### src/rtl/hram_fifo_reader.sv
// rtl/hram_fifo_reader.sv - HRAM async FIFO read-side controller with 2-entry skid buffer and burst gapping.
// Optional m_parity output enabled by defining HRAM_FIFO_READER_PARITY_EN.
module hram_fifo_reader #(
    parameter int WIDTH     = 8,
    parameter int BURST_LEN = 4,
    parameter int CNT_W     = 16
) (
    input  logic             out_clk,
    input  logic             reset,
    input  logic             en,
    input  logic             fifo_e,
    input  logic [WIDTH-1:0] fifo_data,
    output logic             fifo_pop,
    output logic             m_valid,
    output logic [WIDTH-1:0] m_data,
    input  logic             m_ready,
    output logic [CNT_W-1:0] rd_count,
`ifdef HRAM_FIFO_READER_PARITY_EN
    output logic             m_parity,
`endif
    output logic             busy
);

`ifdef HRAM_FIFO_READER_PARITY_EN
    localparam int EW = WIDTH + 1;
`else
    localparam int EW = WIDTH;
`endif
    localparam logic [7:0] BURST_LAST = 8'(BURST_LEN);

    typedef enum logic [1:0] {
        IDLE   = 2'd0,
        ACTIVE = 2'd1,
        GAP    = 2'd2
    } state_t;

    state_t           state_q, state_d;
    logic [7:0]       burst_q, burst_d;
    logic [1:0]       occ_q, occ_d;
    logic             inflight_q;
    logic [EW-1:0]    head_q, head_d;
    logic [EW-1:0]    tail_q, tail_d;
    logic [CNT_W-1:0] rd_count_q;
    logic [EW-1:0]    in_ent;
    logic             deq;
    logic [2:0]       fill;

`ifdef HRAM_FIFO_READER_PARITY_EN
    assign in_ent   = {^fifo_data, fifo_data};
    assign m_parity = head_q[WIDTH];
`else
    assign in_ent   = fifo_data;
`endif

    assign m_valid  = (occ_q != 2'd0);
    assign m_data   = head_q[WIDTH-1:0];
    assign deq      = m_valid && m_ready;
    assign rd_count = rd_count_q;
    assign busy     = (state_q != IDLE) || inflight_q || (occ_q != 2'd0);

    // Occupancy projected one cycle ahead; a pop now lands in the skid buffer next cycle.
    assign fill     = {1'b0, occ_q} + {2'b00, inflight_q} - {2'b00, deq};
    assign fifo_pop = (state_q == ACTIVE) && !fifo_e && en && (fill <= 3'd1);

    always_comb begin
        state_d = state_q;
        burst_d = burst_q;
        unique case (state_q)
            IDLE: begin
                if (en && !fifo_e) begin
                    state_d = ACTIVE;
                end
            end
            ACTIVE: begin
                if (fifo_pop) begin
                    if (burst_q + 8'd1 == BURST_LAST) begin
                        state_d = GAP;
                        burst_d = 8'd0;
                    end else begin
                        burst_d = burst_q + 8'd1;
                    end
                end else if (fifo_e || !en) begin
                    state_d = IDLE;
                    burst_d = 8'd0;
                end
            end
            GAP: begin
                state_d = (en && !fifo_e) ? ACTIVE : IDLE;
            end
            default: begin
                state_d = IDLE;
                burst_d = 8'd0;
            end
        endcase
    end

    // Captured word enters behind any held head; simultaneous dequeue shifts first.
    always_comb begin
        head_d = head_q;
        tail_d = tail_q;
        occ_d  = occ_q;
        unique case ({inflight_q, deq})
            2'b10: begin
                if (occ_q == 2'd0) begin
                    head_d = in_ent;
                end else begin
                    tail_d = in_ent;
                end
                occ_d = occ_q + 2'd1;
            end
            2'b01: begin
                head_d = tail_q;
                occ_d  = occ_q - 2'd1;
            end
            2'b11: begin
                if (occ_q == 2'd2) begin
                    head_d = tail_q;
                    tail_d = in_ent;
                end else begin
                    head_d = in_ent;
                end
            end
            default: ;
        endcase
    end

    always_ff @(posedge out_clk or posedge reset) begin
        if (reset) begin
            state_q    <= IDLE;
            burst_q    <= 8'd0;
            occ_q      <= 2'd0;
            inflight_q <= 1'b0;
            head_q     <= '0;
            tail_q     <= '0;
            rd_count_q <= '0;
        end else begin
            state_q    <= state_d;
            burst_q    <= burst_d;
            occ_q      <= occ_d;
            inflight_q <= fifo_pop;
            head_q     <= head_d;
            tail_q     <= tail_d;
            if (deq) begin
                rd_count_q <= rd_count_q + 1'b1;
            end
        end
    end

endmodule

### config.mk
export PLATFORM = sky130hd
export DESIGN_NAME = hram_fifo_reader
export DESIGN_NICKNAME = d
export VERILOG_FILES = /design/src/rtl/hram_fifo_reader.sv
export SDC_FILE = /design/constraint.sdc
export NUM_CORES = 1
export LEC_CHECK = 0
export ABC_AREA = 1
export CAP_MARGIN = 20
export CORE_ASPECT_RATIO = 1.25
export CORE_MARGIN = 1
export CORE_UTILIZATION = 45
export CTS_BUF_LIST = sky130_fd_sc_hd__clkbuf_4 sky130_fd_sc_hd__clkbuf_8
export CTS_CLUSTER_SIZE = 12
export DETAILED_ROUTE_END_ITERATION = 10
export PLACE_DENSITY = 0.7
export SLEW_MARGIN = 20
export SYNTH_ARGS = -nofsm -noshare
export SYNTH_HDL_FRONTEND = slang
export SYNTH_SLANG_ARGS = --single-unit
### constraint.sdc
create_clock -name out_clk -period 4.9 [get_ports out_clk]
set_input_delay 1.225 -clock out_clk [delete_from_list [all_inputs] [get_ports out_clk]]
set_output_delay 1.225 -clock out_clk [all_outputs]
set_load 0.1 [all_outputs]
# == After elaboration in Yosys (flattened, before gate mapping) ==
# Index checks and enable logic that the tools add are counted.
# W data, S select, Z words.
# word_totals
reg_bits,45
in_bits,13
out_inout_bits,27
wordCells,67
# op_classes
addsub,6
order_cmp,1
n_eq_ne,13
mux,17
n_bitwise,1
n_reduce_logical,22
# ops
op,n
$mux W8,7
$pmux W8 S2,2
$pmux W8 S3,1
$add A16 B1 Y16 const B,1
$add A8 B1 Y8 const B,1
$eq A2 B2 Y1 const B,4
$eq A8 B3 Y1 const B,1
$mux W2,4
$ne A2 B2 Y1 const B,4
$reduce_bool A2 Y1,4
$ne A3 B2 Y1 const B,2
$pmux W2 S3,1
$reduce_and A3 Y1,2
$logic_and A1 B1 Y1,5
$eq A2 B1 Y1 const B,2
$logic_not A2 Y1,2
$pmux W2 S2,1
$reduce_and A2 Y1,2
$add A2 B1 Y3,1
$le A3 B1 Y1 const B,1
$logic_or A1 B1 Y1,3
$reduce_bool A3 Y1,1
$sub A3 B1 Y3,1
$add A2 B1 Y2 const B,1
other kinds (5),6

# == Longest topological paths before layout ==
# logic_depth
word_depth,7
mapped_depth,15
mapped_depth_nobuf,15

# == Worst setup path before layout ==
# No wires, ideal clock.
# synth_timing
path_kind,in2out
startpoint,input m_ready
endpoint,output fifo_pop
arrival_time_ps,3333
t_required_ps,3675
path_slack_ps,342
cell_stages,12
n_path_buf,1
path_cell_list,inv_1 nor2_4 inv_1 ha_1 inv_1 ha_1 inv_1 fa_1 xnor2_1 nand2_1 nor3_2 buf_2
# synth_between
elab_chain_len,4
# synth_rtl
element,line,text
from (decl),16,"input logic m_ready,"
$logic_and A1 B1 Y1,57,assign deq = m_valid && m_ready;
$sub A3 B1 Y3,62,"assign fill = {1'b0, occ_q} + {2'b00, inflight_q} - {2'b00, deq};"
$le A3 B1 Y1,63,assign fifo_pop = (state_q == ACTIVE) && !fifo_e && en && (fill <= 3'd1);
$logic_and A1 B1 Y1,63,
to (decl),13,"output logic fifo_pop,"
# No other way between the ends.

# == Worst setup path after layout ==
# Same ends and word-level chain as after synthesis.

==> flow_summary.ini <==
[die]
dieArea_um2 = 5400
fp.dieH_um = 81.9
die_x_um = 66.0
ios = 40
initial_core_util_pct = 47.6
core_area_um2 = 4830
num_rows = 28

[clock_tree]
root_buffer = clkbuf_8
cts_sinks = 45
clock_latency_ps = 300
clk_pin_slew_ps = 90
numCtsBuffers = 5
cts_tree = done
clock_path_buffers = 2
cts_max_level = 2

[logic_synthesis]
yosys-top-cells-area = dfrtp_1 49%, nand2_1 9.1%, inv_1 6.5%
synth_cells = 262
yosys_warnings = 0
synth_top_area_share_pct = 48.9
syn_avg_cell_area_um2 = 8.78
synth.distinct_cells = 27
synth_seq_cells = 45
synth_nets = 282
yosysSeqAreaShare_pct = 48.9
netlist_area_um2 = 2300
synth_area_leader_cell = dfrtp_1

[worst_setup_path]
ff2ff_path_depth = 16
crit_family = buffers and inverters
path_buf_inv = 6
crit_path_cell_trace = clkdlybuf4s50_1, inv_1, nor2_4, inv_1, ha_1, inv_1, ha_1, inv_1, fa_2, xnor2_2, nand2_2, nor3_4, buf_12
crit_type = in2out
critPathMaxFanout = 3
end_kind = output port
regToRegSetupSlack_ps = 2190
timing.rr.start = occ_q[1]
cp_data_arrival_time_ps = 3540
critical-path-slowest-cell = clkdlybuf4s50_1
cp_common_cell = inv_1
worstPathRequired_ps = 3670
cpPeakStageDelay_ps = 460
r2r-end = state_q[0]
cp-start-kind = input port

[placement]
place_area_um2 = 2780
io_buffer_count = 39
hpwl_um = 3310
place_ws_ps = 71.0
gp_congestion = 0.826
dp.cells = 361

[routing]
ant_nets = 0
drc_errors = 0
first_pass_iters = 4
drt_iter0_markers = 103
wire_per_inst_um = 12.1
num_vias = 1852
wl_um = 4460
avgViaCountPerCell = 5.01

[finish]
fin_util_pct = 60.0
area_growth_pct = 26.1
diodes = 0
nNetsFinal = 329
regArea_um2 = 1130
drive_gt1_share_pct = 10.3
final_cell_area_um2 = 2900
fin_cells = 370
multiInputGateArea_um2 = 1010
fillCellCount = 457

[worst_hold_path]
min_path_cells = 1
whs_endpoint = rd_count[8]
min_path_type = reg2reg
hp-start = rd_count[8]

[sta]
drv_slew = 0
post-route-min-period_ps = 4760
finalCritPeriodShare_pct = 97.2
setup_tns_ps = 0
setup_ws_ps = 138
final-hold-violation-count = 0
finalSetupViolations = 0
holdWs_ps = 508
skew_ps = 5.23
fmax_ghz = 0.210
relSlewSlack_pct = 34.6
worst_slew_pin_slew_ps = 978

[global_routing]
gr-total-overflow = 0
grt_usage_pct = 18.3
grt_pass1_wl_um = 7540
antenna_found_initial = 0
grt_pass1_vias = 1727
grt_max_degree = 46

[power]
irDropWorstVdd_v = 0.000293
p_leak_nw = 1.40
power.total_mw = 1.88
power_density_nw_per_um2 = 647

[status]
status = finished clean

[job]
max-cap-violations = 0
cells in the final DEF (no fill, tap or decap), drive strengths merged:
cell	count
ha	6
nor3	1
a21oi	4
nand3	25
a31oi	6
inv	39
nor2	28
a22o	1
clkdlybuf4s50	38
o21ai	9
xnor2	9
mux2	5
nand4	3
clkinv	3
a22oi	1
o221ai	3
nor4	1
clkbuf	6
o21bai	2
nand2	58
xor2	8
dfrtp	45
fa	1
o211ai	1
buf	7
sequential cells by signal, summed over array words and instances, names as in the netlist:
name	cells
state_q	2
inflight_q	1
rd_count	16
occ_q	2
burst_q	8
m_data	8
tail_q	8
area by class of cell:
type / instances / area share, %
clock inverters: 2 / 0.474
repair buffers: 45 / 15.4
flip-flops and latches: 45 / 38.8
multi-input cells: 172 / 34.8
clock buffers: 6 / 2.85
well taps: 60 / 2.59
inverters: 40 / 5.17
cells by family (layout without fill, tap and decap cells):
family / count (synthesis) / count (layout) / share of synthesized area [%]
and+or+nand+nor: 116 / 116 / 22.3
DFF: 45 / 45 / 48.9
buffers and inverters: 45 / 93 / 8.05
AOI/OAI and AO/OA: 27 / 27 / 7.67
xor gates and xnor gates: 17 / 17 / 6.47
adders and majority gates: 7 / 7 / 4.13
muxes: 5 / 5 / 2.45
worst max path at each step:
stage | end | depth (start not counted) | from | slack [ps]
finish | fifo_pop | 13 | m_ready | 140
global route | fifo_pop | 13 | m_ready | -20
CTS | fifo_pop | 13 | m_ready | 60
detailed placement | fifo_pop | 13 | m_ready | 70
global placement | fifo_pop | 13 | m_ready | 110
floorplan | fifo_pop | 12 | m_ready | 340
Yosys cell counts:
| master | count |
|---|---|
| nand2_1 | 56 |
| dfrtp_1 | 45 |
| inv_1 | 40 |
| nand3_1 | 25 |
| nor2_1 | 24 |
| xnor2_1 | 9 |
| o21ai_0 | 8 |
| xor2_1 | 8 |
| a31oi_1 | 6 |
| ha_1 | 6 |
| mux2_2 | 5 |
| a21oi_1 | 4 |
| buf_4 | 4 |
| nand4_1 | 3 |
| nor2_4 | 3 |
| o221ai_1 | 3 |
| nand2_2 | 2 |
| o21bai_1 | 2 |
| a22o_1 | 1 |
| a22oi_1 | 1 |
| buf_2 | 1 |
| fa_1 | 1 |
| nor2_2 | 1 |
| nor3_2 | 1 |
| nor4_1 | 1 |
| o211ai_2 | 1 |
| o21ai_2 | 1 |
layer usage:
layer / share of wire [%] / wire length (µm) / global-route usage (%)
met5: 0 / 0 / 0
met4: 1.3 / 58 / 5.11
met3: 4.2 / 186 / 4.86
met2: 52 / 2330 / 33.8
met1: 42 / 1890 / 20.3
power by group:
part           switching (mW)  total (mW)  internal [mW]  leakage [nW]
Sequential             0.0906       0.571          0.480         0.547
Clock                   0.131       0.245          0.114        0.0512
Combinational           0.759        1.06          0.302         0.798
what timing repair did:
item                                    4_1_cts  5_1_grt
endpoints found under the setup margin        0        1
gates resized for setup                       0        4
setup buffers                                 0        1
hold buffers                                  0        0
(Power assumes the default switching activity.)
